**config.mk**
```make
export PLATFORM = sky130hd
export DESIGN_NAME = mbutton_scan
export DESIGN_NICKNAME = d
export VERILOG_FILES = /design/src/rtl/mbutton_scan.sv
export SDC_FILE = /design/constraint.sdc
export NUM_CORES = 1
export LEC_CHECK = 0
export CAP_MARGIN = 15
export CORE_UTILIZATION = 55
export DETAILED_ROUTE_END_ITERATION = 8
export HOLD_SLACK_MARGIN = 0.02
export PLACE_DENSITY = 0.79
export SLEW_MARGIN = 20
export SYNTH_ARGS = -nofsm -noshare
export SYNTH_HDL_FRONTEND = slang
export SYNTH_SLANG_ARGS = --single-unit
```
**constraint.sdc**
```tcl
create_clock -name clk -period 1.75 [get_ports clk]
set_clock_uncertainty 0.05 [all_clocks]
set_input_delay 0.4375 -clock clk [delete_from_list [all_inputs] [get_ports clk]]
set_output_delay 0.4375 -clock clk [all_outputs]
set_load 0.1 [all_outputs]
```
**src/rtl/mbutton_scan.sv**
```systemverilog
// mbutton_scan
//   Scanner for a multiplexed push-button matrix. The shared return line
//   (pbin) and the mux drive lines (muxin) are synchronised. Each rising
//   edge of a drive line takes one return sample for its button. Every
//   button has an N-consecutive-sample debounce filter. The block reports
//   debounced levels, press/release events and a one-shot long-press event.
//
// Parameters
//   MUX_NOB     number of drive lines / buttons (>= 2)
//   DEB_SAMPLES consecutive disagreeing samples needed to flip a level (>= 1)
//   LONG_SCANS  full scans held before long_press fires (0 disables it)
//
// Ports
//   clk         clock, rising edge
//   reset_n     asynchronous active-low reset
//   muxin       mux drive lines, active high, nominally one-hot
//   pbin        muxed button return line, active high
//   buttons     debounced button levels
//   pressed     1-cycle pulse on a debounced 0->1 transition
//   released    1-cycle pulse on a debounced 1->0 transition
//   long_press  1-cycle pulse once a button has been held LONG_SCANS scans
//   scan_tick   1-cycle pulse per full scan (the muxin[0] sample)
module mbutton_scan #(
    parameter int MUX_NOB     = 6,
    parameter int DEB_SAMPLES = 3,
    parameter int LONG_SCANS  = 250
) (
    input  logic               clk,
    input  logic               reset_n,
    input  logic [MUX_NOB-1:0] muxin,
    input  logic               pbin,
    output logic [MUX_NOB-1:0] buttons,
    output logic [MUX_NOB-1:0] pressed,
    output logic [MUX_NOB-1:0] released,
    output logic [MUX_NOB-1:0] long_press,
    output logic               scan_tick
);

    localparam int CW = (DEB_SAMPLES > 1) ? $clog2(DEB_SAMPLES) : 1;
    localparam int LW = (LONG_SCANS > 0) ? $clog2(LONG_SCANS + 1) : 1;
    localparam logic [CW-1:0] CNT_LAST = CW'(DEB_SAMPLES - 1);

    logic [2:0]         pb_sync;
    logic               pbin_s2;
    logic [MUX_NOB-1:0] mux_s0;
    logic [MUX_NOB-1:0] mux_s1;
    logic [MUX_NOB-1:0] rise_r;
    logic [MUX_NOB-1:0] sample_en;
    logic [CW-1:0]      cnt [MUX_NOB];

    // pbin gets one more stage than muxin so that the sample used at the
    // debounce update is the return value captured when the line rose.
    assign pbin_s2 = pb_sync[2];

    // Drive line k samples button (k-1) mod MUX_NOB: rotate rise_r right.
    assign sample_en = {rise_r[0], rise_r[MUX_NOB-1:1]};

    always_ff @(posedge clk or negedge reset_n) begin
        if (!reset_n) begin
            pb_sync   <= '0;
            mux_s0    <= '0;
            mux_s1    <= '0;
            rise_r    <= '0;
            scan_tick <= 1'b0;
        end else begin
            pb_sync   <= {pb_sync[1:0], pbin};
            mux_s0    <= muxin;
            mux_s1    <= mux_s0;
            rise_r    <= mux_s0 & ~mux_s1;
            scan_tick <= rise_r[0];
        end
    end

    // Debounce: a sample agreeing with the current level clears the run of
    // disagreeing samples; DEB_SAMPLES disagreeing samples in a row flip it.
    always_ff @(posedge clk or negedge reset_n) begin
        if (!reset_n) begin
            buttons  <= '0;
            pressed  <= '0;
            released <= '0;
            for (int unsigned i = 0; i < MUX_NOB; i++) begin
                cnt[i] <= '0;
            end
        end else begin
            pressed  <= '0;
            released <= '0;
            for (int unsigned i = 0; i < MUX_NOB; i++) begin
                if (sample_en[i]) begin
                    if (pbin_s2 == buttons[i]) begin
                        cnt[i] <= '0;
                    end else if (cnt[i] == CNT_LAST) begin
                        buttons[i]  <= pbin_s2;
                        cnt[i]      <= '0;
                        pressed[i]  <= pbin_s2;
                        released[i] <= ~pbin_s2;
                    end else begin
                        cnt[i] <= cnt[i] + 1'b1;
                    end
                end
            end
        end
    end

    generate
        if (LONG_SCANS == 0) begin : g_no_long
            assign long_press = '0;
        end else begin : g_long
            localparam logic [LW-1:0] L_MAX = LW'(LONG_SCANS);
            logic [LW-1:0] lcnt [MUX_NOB];

            // Counts scans on the pre-update level, so a button that rises on
            // the same edge as scan_tick is not yet counted for that scan.
            always_ff @(posedge clk or negedge reset_n) begin
                if (!reset_n) begin
                    long_press <= '0;
                    for (int unsigned i = 0; i < MUX_NOB; i++) begin
                        lcnt[i] <= '0;
                    end
                end else begin
                    long_press <= '0;
                    for (int unsigned i = 0; i < MUX_NOB; i++) begin
                        if (!buttons[i]) begin
                            lcnt[i] <= '0;
                        end else if (rise_r[0] && (lcnt[i] != L_MAX)) begin
                            lcnt[i] <= lcnt[i] + 1'b1;
                            if (lcnt[i] == L_MAX - 1'b1) begin
                                long_press[i] <= 1'b1;
                            end
                        end
                    end
                end
            end
        end
    endgenerate

endmodule

```
# After elaboration in Yosys (flattened, before gate mapping)

Cells that the tools add are included.

Reduce and logical (&&, ||, !) cells: 12
Equal/unequal tests: 30
Bitwise operators: 9
Add/subtract/negate cells: 12
Mux-type cells: 78

Operators by type and width:

| cell                | number |
|---|---|
| $mux 8              | 12 |
| $mux 1              | 54 |
| $add 8x1->8 const B | 6 |
| $eq 8x8->1 const B  | 6 |
| $ne 8x8->1 const B  | 6 |
| $mux 2              | 12 |
| $reduce_and 3->1    | 6 |
| $add 2x1->2 const B | 6 |
| $eq 2x2->1 const B  | 6 |
| $ne 2x1->1 const B  | 6 |
| $not 1->1           | 7 |
| $and 6x6->6         | 1 |
| $eq 1x1->1          | 6 |
| $logic_and 1x1->1   | 6 |
| $not 6->6           | 1 |

Output and inout bits: 25
Word-level logic and storage cells: 167
Flip-flop bits (word level): 106
Input bits: 9

# Depth between registers and ports, before layout

Depth in word-level cells: 4
Gate-level depth with buffers: 5
Mapped depth without buffers: 5

# Worst setup path after synthesis

No wires, ideal clock.

Path type: flip-flop to flip-flop
From: reg buttons[5]
To: reg g_long.lcnt[2] in the netlist's numbering
Arrival time: 1,796 ps
Path buffers: 1
Period minus slack after synthesis: 1,929 ps
Required time: 1,617 ps
Stages on the path, launching flop included: 5
Setup time: 83 ps
Path slack: -179 ps
Cell sequence: dfrtp_1 > buf_2 > inv_1 > or3_1 > o21ai_0

Cells in the longest elaborated chain, start to end: 1
Elaborated cells between the ends (all ways): 2
Classes of those cells: eq/ne (1); mux (1)

RTL lines:

| what                                                  | line | RTL |
|---|---|---|
| start, declared                                       | 32   | `output logic [MUX_NOB-1:0] buttons,` |
| start signal, assigned by index                       | 92   | `buttons[i] <= pbin_s2;` |
| $ne 2x1->1 (no source line) or $mux 8 (tied branches) | -    |  |
| end signal, assigned by index                         | 125  | `lcnt[i] <= lcnt[i] + 1'b1;` |
| end, declared                                         | 109  | `logic [LW-1:0] lcnt [MUX_NOB];` |

Parallel ways exist; a longest one is shown, timed or not.
A chain may end at the register's enable or synchronous reset.

# Worst setup path in the final report

From: reg buttons[1]
To: out buttons[1]

No word-level cell between the ends.

==> flow_summary_export.csv <==
group,metric,value,unit
run_status,outcome,"finished, final reports clean",
clock_network,h-tree-depth,3,
finish,final_cell_mix,"dfrtp_1 (101), nand2_1 (39), inv_1 (34)",
pwr,seqPwrFrac,0.468,
timing,slew_viol_final,0,
synth,synth_ff_type,"dfrtp_1",
finish,fin_util,0.694,
critical_path,path_max_fanout,10,
floorplan,die_w,94.8,um
synth,synth_fa_ha_area_frac,0.0476,
timing,whs,313,ps
synth,synth_edf_count,0,
finish,layout.cells.non_filler,578,
placement,placed_area,5470,um2
critical_path,timing.rr.end,"g_long.lcnt[38]",
critical_path,crit_path_start_kind,"flip-flop",
floorplan,chipHeight,94.8,um
timing,fin_tns_setup,0,ps
floorplan,rows,33,
timing,finalCritPeriodShare,0.946,
routing,vias_per_cell,5.72,
pwr,switching_share,0.350,
global_routing,grt_pass1_wl,14400,um
min_path,min_to,"pb_sync[2]",
placement,hpwl,5850,um
min_path,min_from,"pb_sync[1]",
synth,yosysSeqAreaShare,0.561,
global_routing,grt_overflow,0,
synth,synth-seq-cells,106,
pwr,power_frac_comb,0.265,
routing,drt-initial-drc-count,222,
pwr,p_int,0.00435,W
global_routing,antenna_found_initial,0,
clock_network,insertion_delay,360,ps
global_routing,grt_pass1_vias,3252,
critical_path,crit_chain,"buf_12",
synth,yosysTopAreaCell,"dfrtp_1",
floorplan,io_pins,34,
critical_path,crit_buf_inv,1,
synth,yosys-top-cells-area,"dfrtp_1 (56%), ha_1 (4.8%), mux2i_1 (3.6%)",
placement,place_inst,561,
floorplan,dieArea,8980,um2
critical_path,required,1260,ps
pwr,p_leak,2.53,nW
min_path,whs_path_depth,0,
finish,drive_above_1_share,0.146,
global_routing,grt_max_degree,33,
critical_path,arrival,1170,ps
clock_network,clockRootBuffer,"clkbuf_8",
routing,ant_nets,0,
routing,wirelength,8310,um
routing,drtPass1Iterations,4,
pwr,clkPwrFrac,0.267,
routing,vias,3305,
finish,layout_commonest_cell,"dfrtp_1",
timing,hold_viol,0,
critical_path,slowest_delay,570,ps
timing,finalCriticalPeriod,1660,ps
synth,syn-num-nets,456,
critical_path,cp_top_family,"flip-flops",
critical_path,critPathKind,"reg2out",
synth,synthArstFlopShare,1.00,
placement,port_buffers,33,
timing,worst_pin_slew,445,ps
synth,yosysUniqueCellTypes,45,
global_routing,grt_usage,0.208,
synth,synth_top_family_by_area,"simple AND/OR/NAND/NOR gates",
pwr,p_per_area,1170,nW/um2
critical_path,regToRegStartpoint,"g_long.lcnt[32]",
clock_network,clock_sinks,106,
timing,fmaxAchievable,604,MHz
routing,drc,0,
critical_path,cp-end-kind,"output port",
floorplan,core,8260,um2
min_path,hold_path.class,"reg2reg",
synth,synth.avg_cell_area,11.0,um2
clock_network,clockBufferDepth,2,
synth,synth_xor_area_frac,0.0370,
placement,gp_congestion,0.853,
finish,final_area,5730,um2
finish,area_delta_synth_final,21.1,%
floorplan,initial_core_util,0.573,
flow_run,drv_cap,0,
critical_path,r2r_setup_slack,150,ps
pwr,vdd_drop_max,0.814,mV
critical_path,r2r_cells,4,
synth,syn_inst,429,
clock_network,cts_tree,"done",
critical_path,crit_path_top_delay_cell,"dfrtp_1",
pwr,p_switching,0.00234,W
timing,rsz0062_at_grt,"no",
synth,synth_compound_area_frac,0.0740,
synth,ys_warn_count,0,
clock_network,numCtsBuffers,9,
finish,nets,495,
timing,finalSetupViolCount,0,
finish,n_antenna_cell,0,
synth,synth_top_area_frac,0.561,
synth,yosys.area_share.simple,0.188,
clock_network,clk_pin_slew,100,ps
synth,syn-cell-area,4730,um2
synth,synth_mux_area_frac,0.0502,
routing,wl_per_cell,14.4,um
timing,slew_headroom,0.703,
## stage by stage
stage | setup WS [ps] | total power [W]
2_1_floorplan | 12.8 | 0.00430
3_3_place_gp | 209 | 0.00489
3_5_place_dp | 86.2 | 0.00496
4_1_cts | 68.2 | 0.00676
5_1_grt | 25.5 | 0.00703
6_report | 94.8 | 0.00669
## how the worst max path moves through the flow
stage,startpoint,endpoint,cells after the start
6_report,buttons[1],buttons[1],1
5_1_grt,buttons[1],buttons[1],1
4_1_cts,buttons[1],buttons[1],1
3_5_place_dp,rise_r[0],g_long.lcnt[13],4
3_3_place_gp,rise_r[0],g_long.lcnt[13],4
2_1_floorplan,buttons[3],g_long.lcnt[17],3
## cell usage after synthesis (5+ instances only)
cell	instances
a21oi_1	14
and3_1	6
buf_2	7
clkbuf_1	7
dfrtp_1	106
ha_1	18
inv_1	34
mux2_2	6
mux2i_1	17
nand2_1	39
nand2b_1	6
nand3_1	20
nand4_1	19
nor2_1	12
nor2b_1	8
nor3_1	6
nor3b_1	7
nor4_1	6
o21ai_0	12
o22ai_1	5
o31ai_1	5
or3_1	12
xnor2_1	5
xor2_1	15
## cell type report
cell class              count  area (um2)
flip-flops and latches    106        2660
fillers                   598        2530
multi-input cells         273        1880
repair buffers             43         681
inverters                  35         131
well taps                 105         131
clock buffers               9         124
clock inverters             7         124
## sequential cells by signal, indices dropped and copies added, names as in the netlist
name / flops
mux_s0: 6
buttons: 6
pressed: 6
pb_sync: 3
g_long.lcnt: 48
long_press: 6
cnt: 12
released: 6
scan_tick: 1
rise_r: 6
mux_s1: 6
## cells by family after synthesis
family / after synthesis
AO/OA/AOI/OAI: 53
XOR/XNOR: 20
adder cells (fa/ha/maj): 18
buffers and inverters: 50
flip-flops: 106
multiplexers: 23
AND/OR/NAND/NOR: 159
## power by group through the flow
stage / clock (W) / sequential, W / combinational, W
final: 0.00179 / 0.00313 / 0.00177
after global routing: 0.00193 / 0.00319 / 0.00191
after CTS: 0.00183 / 0.00314 / 0.00179
after detailed placement: 0 / 0.00318 / 0.00178
after global placement: 0 / 0.00316 / 0.00173
after floorplan: 0 / 0.00350 / 0.000795
## metal layers
metal	share of wire	GRT usage	up-vias
met5	0	0	-
met4	0.016	0.0846	0
met3	0.038	0.0475	17
met2	0.50	0.342	76
met1	0.44	0.268	1630
li1	-	-	1582
## what timing repair did
item,4_1_cts,5_1_grt
gates resized for setup,2,1
hold endpoints to repair,28,0
setup endpoints to repair,2,3
cloned,0,0
buffers inserted,0,0
hold buffers,1,0
No activity file was read; power rests on OpenSTA's default activity.
